==> src/rtl/serial_rx_align_pkg.sv <==
// Shared constants and types for the serial receive aligner.
// Holds the default COM character, the FSM state encoding, the word width and
// a helper that packs a received byte into the {valid, data} lane format.
package serial_rx_align_pkg;

  localparam logic [7:0] COM_CHAR_DEF = 8'hBC;
  localparam int         WORD_W       = 8;
  localparam int         VLD_IDX      = 8;

  typedef enum logic [1:0] {
    ST_SEARCH = 2'd0,
    ST_COUNT  = 2'd1,
    ST_ACTIVE = 2'd2
  } rx_state_e;

  // A COM on the lane is idle, not payload: it goes out with valid low.
  function automatic logic [WORD_W:0] fmt_word(input logic [WORD_W-1:0] cand,
                                               input logic [WORD_W-1:0] com);
    return (cand == com) ? {1'b0, com} : {1'b1, cand};
  endfunction

endpackage

==> src/rtl/serial_rx_align_shift8.sv <==
// Bit-level front end of the aligner: 8-bit MSB-first shift register plus a
// free-running 3-bit bit counter. o_cand is the word that would be complete if
// the current input bit were the last bit of a word; o_boundary marks the
// cycle whose input bit closes a word at the locked alignment.
module serial_rx_align_shift8
  import serial_rx_align_pkg::*;
(
  input  logic              i_clk16,
  input  logic              i_reset,
  input  logic              i_serial,
  input  logic              i_clr_cnt,
  output logic [WORD_W-1:0] o_cand,
  output logic              o_boundary
);

  logic [WORD_W-1:0] r_sr;
  logic [2:0]        r_bit_cnt;

  assign o_cand     = {r_sr[WORD_W-2:0], i_serial};
  assign o_boundary = (r_bit_cnt == 3'd7);

  // Shift in one bit per clock; the counter is re-phased when a COM is found.
  always_ff @(posedge i_clk16) begin
    if (i_reset) begin
      r_sr      <= '0;
      r_bit_cnt <= 3'd0;
    end else begin
      r_sr      <= o_cand;
      r_bit_cnt <= i_clr_cnt ? 3'd0 : r_bit_cnt + 3'd1;
    end
  end

endmodule

==> src/rtl/serial_rx_align.sv <==
// Receive-side deserializer for one PHY serial lane.
// Searches for the COM character on any bit offset, requires COM_COUNT
// consecutive word-aligned COMs to lock, then emits one {valid, byte} word
// every 8 clocks with a one-cycle strobe. Lock is only dropped by reset.
// Optional: define SERIAL_RX_STATS_EN to add com_cnt, a saturating count of
// COM words received while locked.
module serial_rx_align
  import serial_rx_align_pkg::*;
#(
  parameter logic [7:0] COM_CHAR  = COM_CHAR_DEF,
  parameter int         COM_COUNT = 4
) (
  input  logic             clk16,
  input  logic             reset,
  input  logic             serial_in,
  output logic [WORD_W:0]  data_out,
  output logic             word_strobe,
`ifdef SERIAL_RX_STATS_EN
  output logic [7:0]       com_cnt,
`endif
  output logic             active
);

  localparam logic [3:0] COM_CNT_L = 4'(COM_COUNT);

  rx_state_e         r_state;
  logic [3:0]        r_com_seen;
  logic [WORD_W:0]   r_data;
  logic              r_strobe;
  logic              r_active;
  logic [WORD_W-1:0] w_cand;
  logic              w_boundary;
  logic              w_match;
  logic              w_clr_cnt;

  assign w_match   = (w_cand == COM_CHAR);
  // A COM found while searching defines the word phase from here on.
  assign w_clr_cnt = (r_state == ST_SEARCH) && w_match;

  serial_rx_align_shift8 u_shift (
    .i_clk16    (clk16),
    .i_reset    (reset),
    .i_serial   (serial_in),
    .i_clr_cnt  (w_clr_cnt),
    .o_cand     (w_cand),
    .o_boundary (w_boundary)
  );

  // Alignment FSM with registered lane outputs.
  always_ff @(posedge clk16) begin
    if (reset) begin
      r_state    <= ST_SEARCH;
      r_com_seen <= 4'd0;
      r_data     <= '0;
      r_strobe   <= 1'b0;
      r_active   <= 1'b0;
    end else begin
      r_strobe <= 1'b0;
      case (r_state)
        ST_SEARCH: begin
          if (w_match) begin
            r_com_seen <= 4'd1;
            if (COM_COUNT == 1) begin
              r_state  <= ST_ACTIVE;
              r_active <= 1'b1;
            end else begin
              r_state <= ST_COUNT;
            end
          end
        end
        ST_COUNT: begin
          if (w_boundary) begin
            if (w_match) begin
              r_com_seen <= r_com_seen + 4'd1;
              if (r_com_seen + 4'd1 == COM_CNT_L) begin
                r_state  <= ST_ACTIVE;
                r_active <= 1'b1;
              end
            end else begin
              // Broken run: restart the hunt from the next bit.
              r_com_seen <= 4'd0;
              r_state    <= ST_SEARCH;
            end
          end
        end
        ST_ACTIVE: begin
          if (w_boundary) begin
            r_data   <= fmt_word(w_cand, COM_CHAR);
            r_strobe <= 1'b1;
          end
        end
        default: r_state <= ST_SEARCH;
      endcase
    end
  end

`ifdef SERIAL_RX_STATS_EN
  logic [7:0] r_com_cnt;

  // Saturating count of idle COM words seen after lock.
  always_ff @(posedge clk16) begin
    if (reset) begin
      r_com_cnt <= 8'h00;
    end else if (r_state == ST_ACTIVE && w_boundary && w_match &&
                 r_com_cnt != 8'hFF) begin
      r_com_cnt <= r_com_cnt + 8'h01;
    end
  end

  assign com_cnt = r_com_cnt;
`endif

  assign data_out    = r_data;
  assign word_strobe = r_strobe;
  assign active      = r_active;

endmodule

==> config.mk <==
export PLATFORM = sky130hd
export DESIGN_NAME = serial_rx_align
export DESIGN_NICKNAME = d
export VERILOG_FILES = /design/src/rtl/serial_rx_align_pkg.sv /design/src/rtl/serial_rx_align_shift8.sv /design/src/rtl/serial_rx_align.sv
export SDC_FILE = /design/constraint.sdc
export NUM_CORES = 1
export LEC_CHECK = 0
export BUFFER_PORTS_ARGS = -buffer_cell sky130_fd_sc_hd__buf_2
export CAP_MARGIN = 20
export CORE_AREA = 5 5 67 69
export DETAILED_ROUTE_END_ITERATION = 8
export DIE_AREA = 0 0 72 74
export GPL_ROUTABILITY_DRIVEN = 0
export SYNTH_ARGS = -nofsm -noshare
export SYNTH_HDL_FRONTEND = slang
export SYNTH_SLANG_ARGS = --single-unit
==> constraint.sdc <==
create_clock -name clk16 -period 1.6 [get_ports clk16]
set_clock_uncertainty 0.05 [all_clocks]
set_input_delay 0.32 -clock clk16 [delete_from_list [all_inputs] [get_ports clk16]]
set_output_delay 0.32 -clock clk16 [all_outputs]
set_load 0.005 [all_outputs]
-- Word level (Yosys, flattened, before mapping)
Cells that the tools add are included.
- multiplexer cells: 11
- add/subtract/negate cells: 2
- bitwise gates (word level): 1
- reduce and logical (&&, ||, !) cells: 9
- eq/ne operators: 8
- operators by type and width (kind ; number):
    4-bit two-way mux ; 3
    9-bit two-way mux ; 1
    8-bit equality test (second input constant) ; 1
    2-bit two-way mux ; 4
    4-bit case mux with 2 select lines ; 1
    4-bit AND reduction ; 2
    2-bit case mux with 3 select lines ; 1
    4-bit by 1-bit adder with 4-bit output (second input constant) ; 1
    4-bit by 3-bit equality test with 1-bit output (second input constant) ; 1
    2-bit OR reduction ; 2
    3-bit by 1-bit adder with 3-bit output (second input constant) ; 1
    3-bit equality test (second input constant) ; 1
    3-bit inequality test (second input constant) ; 1
    3-bit AND reduction ; 1
    2-bit by 1-bit equality test with 1-bit output (second input constant) ; 1
    2-bit equality test (second input constant) ; 1
    2-bit zero test ; 1
    2-bit by 1-bit inequality test with 1-bit output (second input constant) ; 1
    2-bit inequality test (second input constant) ; 1
    2-bit AND reduction ; 1
    2-bit nonzero test ; 1
    1-bit logical AND ; 1
    1-bit two-way mux ; 1
    1-bit inverter ; 1
- word-level logic and storage cells: 38
- register bits after elaboration: 27
- bits of input ports: 3

-- Logic depth before layout (Yosys ltp)
Gate-level depths: netlist (run 1).
- depth in word-level cells: 6
- gate-level depth with buffers: 6
- depth with buffers taken out: 6

-- Hierarchy
From an unflattened synthesis (run 1), not the netlist that was laid out.
- cell total of the unflattened synthesis: 109
- area total of the unflattened synthesis: 1109.8 um^2
- by module, submodules not included (module ; cells each ; area an instance (um^2) ; times used):
    serial_rx_align ; 85 ; 787.0 ; 1
    serial_rx_align_shift8 ; 24 ; 322.8 ; 1

-- Least setup slack after synthesis (run 1)
Ideal clock, no wire load.
- path type: flip-flop to flip-flop
- start: register u_shift.r_bit_cnt[0]
- end: register r_active (netlist: active)
- period minus slack after synthesis: 1.548 ns
- setup slack: 0.052 ns
- arrival time: 1.430 ns
- stages on the path, launching flop included: 7
- library setup time: 0.068 ns
- path through: dfxtp_1 > ha_1 > ha_1 > nor2b_1 > nand2_1 > or3_4 > o2bb2ai_2
- cells in the longest elaborated chain, start to end: 2
- ends and longest elaborated chain (what ; line ; RTL):
    from (decl) ; serial_rx_align_shift8.sv:17 ; logic [2:0] r_bit_cnt;
    from (signal assigned) ; serial_rx_align_shift8.sv:29 ; r_bit_cnt <= i_clr_cnt ? 3'd0 : r_bit_cnt + 3'd1;
    3-bit equality test ; serial_rx_align_shift8.sv:20 ; assign o_boundary = (r_bit_cnt == 3'd7);
    net u_shift.o_boundary ; serial_rx_align_shift8.sv:13 ; output logic o_boundary
    4-bit AND reduction (no line) ; n/a ;
    to (signal assigned) ; serial_rx_align.sv:56 ; r_active <= 1'b0;
    to (signal assigned) ; serial_rx_align.sv:65 ; r_active <= 1'b1;
    to (signal assigned) ; serial_rx_align.sv:77 ; r_active <= 1'b1;
    to (decl) ; serial_rx_align.sv:30 ; logic r_active;
The timed path passes the listed nets, and every way through them passes these cells.
A chain may end at the register's enable or synchronous reset.

-- Worst setup path after layout (run 1)
- start: register r_com_seen[0]
- end: register r_state[0]
- cells in the longest elaborated chain, start to end: 4
- ends and longest elaborated chain (what ; line ; RTL):
    from (decl) ; serial_rx_align.sv:27 ; logic [3:0] r_com_seen;
    from (signal assigned) ; serial_rx_align.sv:74 ; r_com_seen <= r_com_seen + 4'd1;
    4-bit by 1-bit adder with 4-bit output ; serial_rx_align.sv:75 ; if (r_com_seen + 4'd1 == COM_CNT_L) begin
    4-bit by 3-bit equality test with 1-bit output ; serial_rx_align.sv:75 ;
    3-bit inequality test (no line) ; n/a ;
    4-bit AND reduction (no line) ; n/a ;
    to (signal assigned) ; serial_rx_align.sv:76 ; r_state <= ST_ACTIVE;
    to (signal assigned) ; serial_rx_align.sv:82 ; r_state <= ST_SEARCH;
    to (signal assigned) ; serial_rx_align.sv:92 ; default: r_state <= ST_SEARCH;
    to (decl) ; serial_rx_align.sv:26 ; rx_state_e r_state;
No other way between the ends.

==> out/metrics.csv, run 1 <==
stage,metric,value,unit
floorplanning,die-area,0.00533,sq mm
place,placed_cell_area,0.00128,sq mm
floorplanning,die_w,72,um
power_and_ir_drop,switching_power,209,uW
setup_path,crit_chain,"ha_1, nand2b_1, o21ai_0, a31oi_1, buf_4, o211a_1",
sta,slew_headroom,76.2,%
cells_and_area,fillCellCount,413,
floorplanning,core,0.00386,sq mm
run_status,run_status,finished clean,
synthesis,netlist_top_cells_area,"dfxtp_1 49%, mux2i_1 8.2%, nor2_1 5.1%, nor2b_1 5.1%, ha_1 4.5%",
power_and_ir_drop,powerDensity,800,mW/mm^2
global_routing,antenna_found_initial,0,
global_routing,overflow,0,
synthesis,synth_commonest_cells,"27 x dfxtp_1, 15 x nor2_1, 9 x mux2i_1, 9 x nor2b_1",
synthesis,syn_area,0.00110,sq mm
cells_and_area,multi_input_area,543,sq um
clocking,numCtsBuffers,3,
floorplanning,rows,23,
drt,wl_met1,982,um
setup_path,worst_setup_path_end_kind,flip-flop,
cells_and_area,layout.nets,139,
synthesis,synth_top_area_cell,dfxtp_1,
global_routing,grt_pass1_wl,3660,um
clocking,cts.sinks,27,
drt,viasPerCell,4.65,
cells_and_area,antenna_cells,0,
synthesis,yosysWarnings,0,
drt,wl,2190,um
drt,route.met2.wl,1100,um
drt,remaining_drc_errors,0,
setup_path,crit_path_start_kind,flip-flop,
clocking,clkLatencyLatePin,0.26,ns
cells_and_area,area_growth,22.4,%
clocking,cts_max_path_buffers,2,
sta,rsz0062_at_grt,false,
power_and_ir_drop,clkPwrFrac,33.4,%
sta,setup_viol,0,
clocking,cts.htree.levels,1,
drt,wl_met3,100,um
worst_hold_path,hold_class,input pin to flip-flop,
sta,fmax,0.658,GHz
clocking,cts_root_buffer,clkbuf_8,
sta,worst_pin_slew,0.352,ns
global_routing,grt_max_degree,19,
place,place_inst,177,
synthesis,synthFlopType,dfxtp_1,
synthesis,yosysSeqAreaShare,48.9,%
setup_path,worst_ep_required_time,1.71,ns
sta,report.final.slew_viol_count,0,
setup_path,max_stage_delay,0.35,ns
synthesis,async_flop_share,0,%
global_routing,track_usage,8.53,%
floorplanning,start_util,28.7,%
synthesis,synth.avg_cell_area,9.95,sq um
drt,ant_nets,0,
clocking,post-cts-setup-buffers,0,
drt,drt_iter0_markers,34,
sta,fin_ws,0.0798,ns
floorplanning,ioPinCount,14,
drt,via_count,841,
power_and_ir_drop,power.total,1.08,mW
clocking,cts_tree,built,
setup_path,crit_slowest_cell,dfxtp_2,
synthesis,yosysMostFrequentCell,dfxtp_1,
clocking,clk_pin_slew,0.08,ns
synthesis,synth.distinct_cells,32,
synthesis,ys_ff_latch,27,
cells_and_area,instances_no_fill,181,
cells_and_area,drive_gt1_share,26.0,%
drt,first_pass_iters,4,
global_routing,first_global_vias,826,
setup_path,crit_fanout,5,
job,maxCapViolCount,0,
setup_path,crit_type,flip-flop to flip-flop,
cells_and_area,utilization,35.1,%
cells_and_area,seq_area,542,sq um
power_and_ir_drop,p_int,873,uW
sta,period_share,95.0,%
place,dp_hpwl,1640,um
cells_and_area,final_cell_area,0.00135,sq mm
sta,post-route-min-period,1.52,ns
place,io_buffers,13,
drt,routed.top_layer,met4,
drt,wl_per_cell,12.1,um
sta,hold_ws,0.265,ns
sta,setup_tns,0,ns
floorplanning,die_height,74,um
setup_path,cp.arrival,1.63,ns
power_and_ir_drop,p_sw_share,19.3,%
synthesis,synth_cells,111,
power_and_ir_drop,p_comb_share,3.1,%
synthesis,synth_top_area_share,48.9,%
synthesis,synth.net_count,118,
power_and_ir_drop,p_leak,0.604,nW
power_and_ir_drop,power_frac_seq,63.5,%
synthesis,synth_edf_count,0,
place,pre_cts_ws,-0.0124,ns
sta,hold_viol_final,0,
power_and_ir_drop,vdd_ir_drop_max,0.568,mV
-- worst max-delay path, delay by kind of cell (launching register included) --
family          cells  cell delay (ns)
simple gates        1             0.17
flops               1             0.35
compound gates      3             0.48
buf+inv             1             0.16
fa+ha+maj           1             0.21
-- cells in the final DEF (no fill, tap or decap), types with 2 or more instances in the layout --
| cell | count |
|---|---|
| nand2b_1 | 3 |
| nor2_1 | 15 |
| nor2b_1 | 8 |
| nand4_1 | 2 |
| inv_1 | 4 |
| mux2i_1 | 9 |
| o21ai_0 | 3 |
| and2_1 | 3 |
| a31oi_1 | 2 |
| clkbuf_8 | 3 |
| a21oi_1 | 2 |
| buf_4 | 8 |
| buf_2 | 13 |
| ha_1 | 2 |
| o311ai_0 | 2 |
| nand3_1 | 3 |
| dfxtp_1 | 26 |
-- worst paths after layout --
path	from	end	slack, ns	depth (start not counted)
setup reg to reg	r_com_seen[0]$_SDFFE_PP0P_	r_state[0]$_SDFFE_PP0P_	0.08	6
setup / recovery	r_com_seen[0]$_SDFFE_PP0P_	r_state[0]$_SDFFE_PP0P_	0.08	6
hold reg to reg	u_shift.r_bit_cnt[0]$_SDFF_PP0_	u_shift.r_bit_cnt[0]$_SDFF_PP0_	0.37	1
hold / removal	serial_in	u_shift.r_sr[0]$_SDFF_PP0_	0.27	2
-- layer usage --
layer  GRT usage (%)  up-vias
met5               0        -
met4            2.51        0
met3            1.35        2
met2            15.5       25
met1            10.4      389
li1                -      425
-- repair_timing --
action | 4_1_cts | 5_1_grt
resized for setup | 2 | 6
cloned | 0 | 0
hold buffers | 0 | 0
setup endpoints to repair | 2 | 4
-- power groups by stage --
stage	clock network, mW	registers, mW	logic [mW]
2_1_floorplan	0	0.701	0.0199
3_3_place_gp	0	0.702	0.0298
3_5_place_dp	0	0.703	0.0313
4_1_cts	0.381	0.687	0.0319
5_1_grt	0.414	0.689	0.0367
6_report	0.361	0.688	0.0334
-- area by class of cell --
class                           count  area share (%)
Sequential cell                    27            40.1
Timing Repair Buffer               22            10.7
Multi-Input combinational cell     74            40.1
Tap cell                           50            4.63
Inverter                            4            1.11
Clock buffer                        4            3.33
-- registers in the layout, indices dropped and copies added, names as in the netlist --
name,cells
u_shift.r_sr,7
data_out,9
r_state,2
active,1
r_com_seen,4
u_shift.r_bit_cnt,3
word_strobe,1
-- logic make-up after synthesis --
group / after synthesis / share of synthesized area (%)
compound gates: 17 / 12.3
fa+ha+maj: 4 / 4.53
buf+inv: 10 / 4.19
flops: 27 / 48.9
mux: 9 / 8.15
simple gates: 44 / 21.9
Power figures use the tool's default switching activity.
==> run 2: changes to the inputs <==
--- a/config.mk
+++ b/config.mk
@@ -5,6 +5,7 @@
 export SDC_FILE = /design/constraint.sdc
 export NUM_CORES = 1
 export LEC_CHECK = 0
+export ABC_AREA = 0
 export BUFFER_PORTS_ARGS = -buffer_cell sky130_fd_sc_hd__buf_2
 export CAP_MARGIN = 20
 export CORE_AREA = 5 5 67 69
==> constraint.sdc (replaced) <==
create_clock -name clk16 -period 1.75 [get_ports clk16]
set_clock_uncertainty 0.05 [all_clocks]
set_input_delay 0.35 -clock clk16 [delete_from_list [all_inputs] [get_ports clk16]]
set_output_delay 0.35 -clock clk16 [all_outputs]
set_load 0.005 [all_outputs]
==> run 2 against run 1 <==
Against the previous run: final cell count decreased by 2.8%; clock power is 6.9% lower; non-clock buffer count decreased by 5; final area decreased by 4.5%; utilization down 1.6 points; highest routed layer unchanged.
==> out/metrics.csv, run 2 (synthesis gave the netlist of run 1 again) <==
stage,metric,value,unit,change
setup_path,crit_path_start_kind,flip-flop,,
sta,slew_headroom,70.6,%,-5.7 points
power_and_ir_drop,powerDensity,768,mW/mm^2,-4.1%
setup_path,reg2reg_to,r_state[0]$_SDFFE_PP0P_,,
drt,remaining_drc_errors,0,,unchanged
cells_and_area,antenna_cells,0,,unchanged
drt,via_count,836,,-0.59%
setup_path,rrSetupSlack,0.14,ns,+0.06 ns
drt,viasPerCell,4.75,,+2.2%
sta,rsz0062_at_grt,false,,
clocking,cts_root_buffer,clkbuf_8,,
drt,first_pass_iters,4,,unchanged
drt,wl_met1,924,um,-5.9%
run_status,run_status,finished clean,,
worst_hold_path,hold_class,input pin to flip-flop,,
drt,wl_per_cell,12.0,um,-0.87%
setup_path,critPathTopFamily,compound AO/OA/AOI/OAI gates,,
global_routing,overflow,0,,unchanged
sta,setup_viol,0,,unchanged
sta,period_share,92.0,%,-3.0 points
global_routing,antenna_found_initial,0,,unchanged
setup_path,worst_setup_path_end_kind,flip-flop,,
setup_path,crit_fanout,8,,+3
sta,fmax,0.621,GHz,-5.6%
sta,hold_viol_final,0,,unchanged
floorplanning,ioPinCount,14,,unchanged
setup_path,max_stage_delay,0.46,ns,+0.11 ns
floorplanning,core,0.00386,sq mm,unchanged
cells_and_area,layout.nets,134,,-3.6%
clocking,clk_pin_slew,0.08,ns,about the same
drt,ant_nets,0,,unchanged
floorplanning,rows,23,,unchanged
cells_and_area,final_cell_area,0.00129,sq mm,-4.5%
sta,setup_tns,0,ns,unchanged
global_routing,first_global_vias,884,,+7.0%
cells_and_area,utilization,33.5,%,-1.6 points
floorplanning,die-area,0.00533,sq mm,unchanged
clocking,numCtsBuffers,3,,unchanged
floorplanning,die_height,74,um,unchanged
setup_path,reg2reg_from,r_com_seen[0]$_SDFFE_PP0P_,,
clocking,cts_resized,0,,-2
setup_path,startpoint,r_com_seen[0]$_SDFFE_PP0P_,,
clocking,cts_max_path_buffers,2,,unchanged
drt,wl_met3,92,um,-8.0%
place,io_buffers,13,,unchanged
setup_path,crit_slowest_cell,dfxtp_1,,
cells_and_area,drive_gt1_share,19.8,%,-6.1 points
setup_path,worst-path-buf-inv,0,,-1
drt,wl,2110,um,-3.6%
floorplanning,start_util,28.7,%,unchanged
clocking,clkLatencyLatePin,0.26,ns,about the same
clocking,cts_tree,built,,
setup_path,crit_chain,"ha_1, nand2b_1, o21ai_0, a31oi_1, o211a_1",,
sta,post-route-min-period,1.61,ns,+0.0901 ns
drt,routed.top_layer,met4,,
global_routing,track_usage,8.87,%,+0.34 points
drt,route.met2.wl,1070,um,-2.6%
power_and_ir_drop,power.total,991,uW,-8.4%
sta,report.final.slew_viol_count,0,,unchanged
place,placed_cell_area,0.00124,sq mm,-2.9%
power_and_ir_drop,p_leak,0.583,nW,-3.5%
setup_path,crit_type,flip-flop to flip-flop,,
cells_and_area,area_growth,16.9,%,
cells_and_area,largest_register_ffs,9,,unchanged
sta,hold_ws,0.282,ns,+0.0170 ns
setup_path,reg2regPathDepth,5,,-1
job,maxCapViolCount,0,,unchanged
setup_path,crit_cells,5,,-1
cells_and_area,mostFrequentLayoutCell,dfxtp_1,,
place,dp_hpwl,1540,um,-5.9%
global_routing,grt_pass1_wl,3820,um,+4.3%
clocking,cts.sinks,27,,unchanged
setup_path,cp.arrival,1.77,ns,+0.14 ns
global_routing,grt_max_degree,15,,-4
power_and_ir_drop,vdd_ir_drop_max,0.532,mV,-6.3%
clocking,cts.htree.levels,1,,unchanged
sta,worst_pin_slew,0.440,ns,+0.0877 ns
floorplanning,die_w,72,um,unchanged
clocking,post-cts-setup-buffers,0,,unchanged
cells_and_area,mostFrequentLayoutCells,"27 x dfxtp_1, 15 x nor2_1, 13 x buf_2",,
drt,drt_iter0_markers,21,,-38%
setup_path,critPathCapture,r_state[0]$_SDFFE_PP0P_,,
clocking,cts-hold-fix-buffers,0,,unchanged
setup_path,worst_ep_required_time,1.91,ns,+0.20 ns
==> run 2: changes by cell type in the layout (fill, tap and decap cells not counted), sizes merged <==
cell  change
buf       -5
==> run 2: worst min-delay path by stage <==
stage	start	to	cells after the start
finish	serial_in	u_shift.r_sr[0]$_SDFF_PP0_	2
global route	serial_in	u_shift.r_sr[0]$_SDFF_PP0_	2
CTS	serial_in	u_shift.r_sr[0]$_SDFF_PP0_	2
detailed placement	u_shift.r_bit_cnt[0]$_SDFF_PP0_	u_shift.r_bit_cnt[0]$_SDFF_PP0_	1
global placement	u_shift.r_bit_cnt[0]$_SDFF_PP0_	u_shift.r_bit_cnt[0]$_SDFF_PP0_	1
floorplan	u_shift.r_bit_cnt[0]$_SDFF_PP0_	u_shift.r_bit_cnt[0]$_SDFF_PP0_	1
==> run 2: power breakdown <==
| part | internal, mW | switching, mW |
|---|---|---|
| registers | 0.623 | 0.00467 |
| logic | 0.0115 | 0.0158 |
| clock network | 0.163 | 0.174 |
| total | 0.797 | 0.194 |
==> run 2: metal layers <==
metal  vias up  global-route usage [%]
met2        24                    15.8
li1        414                       -
met5         -                       0
met1       394                    10.4
met4         0                    4.38
met3         4                    1.35
==> run 2: area by class of cell <==
type / count / area, sq um
clock buffer: 4 / 45.0
fill: 413 / 2560
inverter: 4 / 15.0
multi-input combinational: 74 / 520
sequential: 27 / 541
tap: 50 / 62.6
timing repair buffer: 17 / 108
==> run 2: stage by stage <==
stage               cells  setup WS (ns)
global placement      172          0.160
CTS                   176          0.118
finish                176          0.140
floorplan             111          0.202
global route          176         0.0223
detailed placement    172          0.138
